==> src/rtl/wb_regfile_pkg.sv <==
`default_nettype none
// ============================================================================
// Module      : wb_regfile_pkg
// Description : Shared widths, WB control bit indices and register count
//               for the write-back stage and its register file.
// Revision    : 1.0 - initial release
// ============================================================================
package wb_regfile_pkg;

  localparam int DATA_W   = 64;
  localparam int RADDR_W  = 5;
  localparam int PTR_W    = 8;
  localparam int CNT_W    = 16;
  localparam int NUM_REGS = 1 << RADDR_W;

  // Bit positions inside the 3-bit WB control field
  localparam int CTRL_REGWRITE = 0;
  localparam int CTRL_MEMTOREG = 1;
  localparam int CTRL_PTRUPD   = 2;

endpackage : wb_regfile_pkg
`default_nettype wire

==> src/rtl/wb_regfile_regfile_2r1w.sv <==
`default_nettype none
// ============================================================================
// Module      : regfile_2r1w
// Description : 32 x 64 register storage, two combinational read ports,
//               one synchronous write port, r0 hardwired to zero and a
//               synchronous clear on reset.
// Revision    : 1.0 - initial release
// ============================================================================
module regfile_2r1w
  import wb_regfile_pkg::*;
(
  input  logic               clk,
  input  logic               reset,
  input  logic               we,
  input  logic [RADDR_W-1:0] waddr,
  input  logic [DATA_W-1:0]  wdata,
  input  logic [RADDR_W-1:0] raddr1,
  input  logic [RADDR_W-1:0] raddr2,
  output logic [DATA_W-1:0]  rdata1,
  output logic [DATA_W-1:0]  rdata2
);

  logic [DATA_W-1:0] r_mem [NUM_REGS];

  // Clear the whole array on reset, otherwise commit writes to r1..r31
  always_ff @(posedge clk) begin
    if (reset) begin
      for (int i = 0; i < NUM_REGS; i++) begin
        r_mem[i] <= '0;
      end
    end else if (we && (waddr != '0)) begin
      r_mem[waddr] <= wdata;
    end
  end

  // Read ports: index 0 always reads as zero regardless of array contents
  always_comb begin
    rdata1 = (raddr1 == '0) ? '0 : r_mem[raddr1];
    rdata2 = (raddr2 == '0) ? '0 : r_mem[raddr2];
  end

endmodule : regfile_2r1w
`default_nettype wire

==> src/rtl/wb_regfile.sv <==
`default_nettype none
// ============================================================================
// Module      : wb_regfile
// Description : Pipeline write-back stage. Selects ALU or load data, commits
//               it to the register file, holds the committed FIFO first/last
//               pointers and counts retired register writes.
//               Optional macro REGFILE_BYPASS_EN: write-through bypass so a
//               read of the register being written returns the new value in
//               the same cycle.
// Revision    : 1.0 - initial release
// ============================================================================
module wb_regfile
  import wb_regfile_pkg::*;
(
  input  logic               clk,
  input  logic               reset,
  input  logic [RADDR_W-1:0] wb_wreg,
  input  logic [DATA_W-1:0]  wb_aluout,
  input  logic [DATA_W-1:0]  wb_memdata,
  input  logic [2:0]         wb_ctrl,
  input  logic [PTR_W-1:0]   first_in,
  input  logic [PTR_W-1:0]   last_in,
  input  logic [RADDR_W-1:0] rs1_addr,
  input  logic [RADDR_W-1:0] rs2_addr,
  output logic [DATA_W-1:0]  rs1_data,
  output logic [DATA_W-1:0]  rs2_data,
  output logic [DATA_W-1:0]  wb_data,
  output logic [PTR_W-1:0]   fifo_first,
  output logic [PTR_W-1:0]   fifo_last,
  output logic [CNT_W-1:0]   retire_cnt
);

  logic              w_commit;
  logic [DATA_W-1:0] w_rf_rd1;
  logic [DATA_W-1:0] w_rf_rd2;
  logic [PTR_W-1:0]  r_first;
  logic [PTR_W-1:0]  r_last;
  logic [CNT_W-1:0]  r_retire;

  // Write-back data select and the qualified commit strobe (r0 and reset excluded)
  always_comb begin
    wb_data  = wb_ctrl[CTRL_MEMTOREG] ? wb_memdata : wb_aluout;
    w_commit = wb_ctrl[CTRL_REGWRITE] && (wb_wreg != '0) && !reset;
  end

  regfile_2r1w u_regfile (
    .clk    (clk),
    .reset  (reset),
    .we     (w_commit),
    .waddr  (wb_wreg),
    .wdata  (wb_data),
    .raddr1 (rs1_addr),
    .raddr2 (rs2_addr),
    .rdata1 (w_rf_rd1),
    .rdata2 (w_rf_rd2)
  );

`ifdef REGFILE_BYPASS_EN
  // Write-through: each port independently sees the value being committed
  always_comb begin
    rs1_data = (w_commit && (rs1_addr == wb_wreg)) ? wb_data : w_rf_rd1;
    rs2_data = (w_commit && (rs2_addr == wb_wreg)) ? wb_data : w_rf_rd2;
  end
`else
  // No bypass: reads return the array contents before this cycle's write
  always_comb begin
    rs1_data = w_rf_rd1;
    rs2_data = w_rf_rd2;
  end
`endif

  // Committed FIFO pointers, loaded only when the pointer-update bit is set
  always_ff @(posedge clk) begin
    if (reset) begin
      r_first <= '0;
      r_last  <= '0;
    end else if (wb_ctrl[CTRL_PTRUPD]) begin
      r_first <= first_in;
      r_last  <= last_in;
    end
  end

  // Retire counter: one per committed register write, wraps naturally
  always_ff @(posedge clk) begin
    if (reset) begin
      r_retire <= '0;
    end else if (w_commit) begin
      r_retire <= r_retire + 1'b1;
    end
  end

  assign fifo_first = r_first;
  assign fifo_last  = r_last;
  assign retire_cnt = r_retire;

endmodule : wb_regfile
`default_nettype wire

==> config.mk <==
export PLATFORM = sky130hd
export DESIGN_NAME = wb_regfile
export DESIGN_NICKNAME = d
export VERILOG_FILES = /design/src/rtl/wb_regfile_pkg.sv /design/src/rtl/wb_regfile_regfile_2r1w.sv /design/src/rtl/wb_regfile.sv
export SDC_FILE = /design/constraint.sdc
export NUM_CORES = 2
export LEC_CHECK = 0
export CORE_MARGIN = 2
export CORE_UTILIZATION = 40
export DETAILED_ROUTE_END_ITERATION = 7
export PLACE_DENSITY = 0.57
export SYNTH_ARGS = -nofsm -noshare
export SYNTH_HDL_FRONTEND = slang
export SYNTH_SLANG_ARGS = --single-unit
==> constraint.sdc <==
create_clock -name clk -period 6 [get_ports clk]
set_input_delay 0.6 -clock clk [delete_from_list [all_inputs] [get_ports clk]]
set_output_delay 0.6 -clock clk [all_outputs]
set_load 0.01 [all_outputs]
Word level (Yosys, flattened, before mapping)

Memory sizes are Yosys's and may differ from the RTL's.
Index checks and enable logic that the tools add are counted.

Output and inout port bits: 224
Memories: 1
Memory bits (writable): 2048
Register bits after elaboration: 32
Bits of input ports: 164

Memory list:

| memory          | depth | bits a word | read ports | clocked after memory_dff | write ports | RTL line                      | RTL |
|---|---|---|---|---|---|---|---|
| u_regfile.r_mem | 32    | 64          | 2          | 0                        | 32          | wb_regfile_regfile_2r1w.sv:23 | `logic [DATA_W-1:0] r_mem [NUM_REGS];` |

Mux-type cells: 11
Add/subtract/negate cells: 1
Reduce and logical (&&, ||, !) cells: 8

Operators by type and width:

| cell                                           | number |
|---|---|
| two-way mux 64 bit                             | 4 |
| OR reduction 64 bit                            | 1 |
| adder 16 x 1 -> 16 bit (second input constant) | 1 |
| zero test 5 bit                                | 2 |
| two-way mux 1 bit                              | 6 |
| two-way mux 5 bit                              | 1 |
| nonzero test 5 bit                             | 1 |
| logical AND 1 bit                              | 3 |
| zero test 1 bit                                | 1 |

Longest topological paths before layout

Depth after elaboration: 9
Gate-level depth with buffers: 9
Mapped depth without buffers: 4

By module

From an unflattened synthesis, not the netlist that was laid out.

Cell total of the unflattened synthesis: 7266
Area total of the unflattened synthesis: 110368.4 um2

Modules (own cells, without submodules):

| module       | instances | area an instance (um2) | cells each | sequential area each (um2) |
|---|---|---|---|---|
| regfile_2r1w | 1         | 108253.8               | 7055       | 61499.0 |
| wb_regfile   | 1         | 2114.5                 | 211        | 640.6 |

Worst setup path before layout

No wires, ideal clock.

Path type: input -> register
Start point: input wb_wreg[1]
End point: memory u_regfile.r_mem[12][0], enable pin
Slack: 2552 ps
Data arrival time: 3015 ps
Path buffers: 1
Stages on the path: 5
Cell sequence: or2_0 > clkbuf_1 > nor4b_2 > nand2_1 > nand2b_1

RTL lines:

| element     | RTL line                      | RTL |
|---|---|---|
| from (decl) | wb_regfile.sv:17              | `input logic [RADDR_W-1:0] wb_wreg,` |
| to (decl)   | wb_regfile_regfile_2r1w.sv:23 |  |

Worst setup path after layout

Start point: input rs1_addr[2]
End point: output rs1_data[19]

Word-level cells in the longest chain between the ends: 2

RTL lines:

| element                                                        | RTL line                      | RTL |
|---|---|---|
| from (decl)                                                    | wb_regfile.sv:23              | `input logic [RADDR_W-1:0] rs1_addr,` |
| memory (32 x 64 bit) / zero test 5 bit (equally long branches) | --                            |  |
| two-way mux 64 bit (*)                                         | wb_regfile_regfile_2r1w.sv:38 | `rdata1 = (raddr1 == '0) ? '0 : r_mem[raddr1];` |
| to (decl)                                                      | wb_regfile.sv:25              | `output logic [DATA_W-1:0] rs1_data,` |

Mark *: on every way between the ends. The rest lies on a longest branch, timed or not.

==> out/metrics.csv <==
stage;metric;value;unit
status;run_status;finished clean;
sta;fin_tns_setup;0;ns
global_routing;global_route.usage.total;0.3246;
finish;post-route-cell-area;122800;um^2
die;die_w;518.4;um
sta;finalCritPeriodShare;0.8077;
worst_setup_path;worst_ep_arrival_time;4.25;ns
logic_synthesis;syn-cell-area;105800;um^2
routing;finalWirelength;444600;um
finish;final_cell_count_no_fill;11210;
sta;timing.final.max_slew_violations;0;
place;dpl-instance-area;115400;um^2
finish;layout.cells.most_common_list;sky130_fd_sc_hd__edfxtp_1, sky130_fd_sc_hd__nor2_1, sky130_fd_sc_hd__mux4_2, sky130_fd_sc_hd__mux2i_1, sky130_fd_sc_hd__clkdlybuf4s50_1;
sta;max_clock_freq;206.3;MHz
power_and_ir_drop;leakagePower;43.70;nW
power_and_ir_drop;irDropWorstVdd;0.0003829;V
die;pin_count;388;
power_and_ir_drop;power.switching_fraction;0.2663;
finish;finish.utilization;0.4674;
place;place_inst;10780;
die;fp.dieArea;268700;um^2
logic_synthesis;yosys_register_bits;2076;
finish;final_layout_size_suffix_gt1_frac;0.2416;
cts;cts-htree-levels;4;
place;detailed_place_hpwl;258600;um
sta;rsz0062_at_grt;false;
logic_synthesis;post-synth-top-area-fraction;0.5799;
worst_setup_path;timing.critical_path.from_type;primary input;
sta;timing.final.ws_setup;1.154;ns
logic_synthesis;yosysTopAreaCell;sky130_fd_sc_hd__edfxtp_1;
power_and_ir_drop;p_sw;0.009777;W
min_path;min-delay-path-class;in2reg;
power_and_ir_drop;clock_power_share;0.389;
global_routing;global_route_wire_length_before_repair;604600;um
place;port-buffer-count;387;
worst_setup_path;worstPathMaxFanout;70;
global_routing;grt_max_degree;94;
routing;dr_total_vias;74180;
sta;fin_crit;4.846;ns
sta;setup_violations;0;
logic_synthesis;number_of_standard_cells_after_synthesis;7316;
logic_synthesis;synth-warning-count;0;
logic_synthesis;syn-mean-instance-area;14.47;um^2
global_routing;grt_antenna_before_repair;24;
finish;layout.nets;7658;
place;dp_slack;1.240;ns
sta;final_hold_viol_count;0;
worst_setup_path;worst_path_max_delay_cell;sky130_fd_sc_hd__mux2i_1;
place;finalWeightedCongestion;0.8953;
finish;layout_commonest_cell;sky130_fd_sc_hd__edfxtp_1;
routing;drt-pass1-iter-count;8;
worst_setup_path;critPathCaptureType;output port;
die;initial_util;0.4028;
job;max-cap-violations;0;
global_routing;overflow;0;
finish;area_growth;16.04;%
logic_synthesis;ys_top_cells_by_area;sky130_fd_sc_hd__edfxtp_1, sky130_fd_sc_hd__mux4_2, sky130_fd_sc_hd__nor2_1;
worst_setup_path;worstPathCellList;clkbuf_8 > buf_12 > mux4_2 > mux2i_1 > o22a_1 > o221ai_1 > buf_4 > clkdlybuf4s50_1;
routing;detail_route.iter0.violations;11960;
power_and_ir_drop;int_power;0.02693;W
die;cell_rows;188;
die;die_h;518.4;um
die;design.core.area;262700;um^2
cts;tritoncts_clock_tree;done;
cts;cts-resized-gates;0;
routing;avgRoutedWirePerCell;39.65;um
global_routing;via_count_of_the_first_global_routing_pass;72770;
cts;cts_made_buffers;226;
logic_synthesis;number_of_enable_type_register_cells_in_the_synthesized_netlist;2044;
cts;ctsLongestPathBuffers;3;
power_and_ir_drop;powerDensity;298.9;nW/um^2
logic_synthesis;ys_dominant_reg_cell;sky130_fd_sc_hd__edfxtp_1;
worst_setup_path;required_worst_endpoint;5.40;ns
power_and_ir_drop;p_comb_frac;0.144;
cts;clk_latency;0.93;ns
routing;viasPerCell;6.616;
sta;fin_skew;0.003771;ns
sta;relSlewSlack;0.09077;
cts;cts-hold-fix-buffers;0;
sta;tightestPinTransition;1.335;ns
routing;post-route-drc-count;0;
cts;tritoncts_num_sinks;2076;
logic_synthesis;async_reset_ff_frac;0;
power_and_ir_drop;p_seq_frac;0.467;
cts;clk_transition_reported_paths;0.06;ns
worst_setup_path;worst-setup-path-type;in2out;
routing;antenna_violating_nets_post_route;0;
logic_synthesis;synth.distinct_cells;62;
logic_synthesis;seq_area_frac_synth;0.5860;
worst_setup_path;critical_path.max_stage_delay;0.86;ns
cts;cts_post_setup_buffers_inserted;0;
cts;root_buffer;sky130_fd_sc_hd__clkbuf_16;
## cells in the mapped netlist, drive strengths merged (23+ instances only)
cell type / instances
a21oi: 34
a22oi: 28
buf: 309
clkbuf: 479
dfxtp: 32
edfxtp: 2044
inv: 67
mux2: 73
mux2i: 612
mux4: 929
nand2: 94
nand2b: 51
nor2: 2027
nor2b: 28
nor3: 23
o22ai: 198
or2: 76
## path summary, 6_finish.rpt
path,from,end,slack [ns],cells past startpoint
min reg2reg,fifo_first[0]$_SDFFE_PP0P_,fifo_first[0]$_SDFFE_PP0P_,0.50,2
max,rs1_addr[2],rs1_data[19],1.15,8
min,reset,retire_cnt[0]$_SDFFE_PP0P_,0.20,2
max reg2reg,retire_cnt[6]$_SDFFE_PP0P_,retire_cnt[14]$_SDFFE_PP0P_,4.12,4
## area by class of cell
cell class	count	area [um^2]
antenna	7	17.52
clock buffer	271	5903
clock inverter	154	1538
fill	22720	139900
inverter	68	267.8
multi-input combinational	4443	41710
sequential	2076	62020
tap	3515	4398
timing repair buffer	678	6958
## per-stage QoR
stage	power [W]	hold WS, ns
2_1_floorplan	0.02016	0.4959
3_3_place_gp	0.02253	0.4680
3_5_place_dp	0.02260	0.4865
4_1_cts	0.03663	0.1767
5_1_grt	0.03749	0.2040
6_report	0.03671	0.1987
## cell families after synthesis
logic type,share of synthesized area
simple gates,0.09057
flops,0.5860
mux,0.2633
buf+inv,0.03485
compound gates,0.02485
xor+xnor,0.0002483
fa+ha+maj,0.0001182
other cells,0.00003543
## power by group through the flow
stage / Sequential (W) / Clock (W) / Combinational (W)
after floorplan: 0.0173 / 0 / 0.00288
after global placement: 0.0173 / 0 / 0.00518
after detailed placement: 0.0174 / 0 / 0.00520
after CTS: 0.0171 / 0.0143 / 0.00521
after global routing: 0.0172 / 0.0149 / 0.00541
final: 0.0171 / 0.0143 / 0.00528
## state kept, by name (all words and copies together), names as in the netlist
signal,cells
fifo_first,8
fifo_last,8
retire_cnt,16
u_regfile.r_mem,2044
## per-layer routing
layer  track usage  wire length [um]  vias to the layer above
met1        0.4260            160200                    38840
met2        0.4987            201000                     5823
met5             0               134                        -
met4        0.1700             27610                       24
li1              -                 -                    28210
met3       0.08144             55650                     1284
## worst max-delay path: cells and delay by family
kind	cells	cell delay [ns]
buffers and inverters	4	1.67
AOI/OAI and AO/OA	2	0.51
muxes	2	1.20
(Power assumes the default switching activity.)
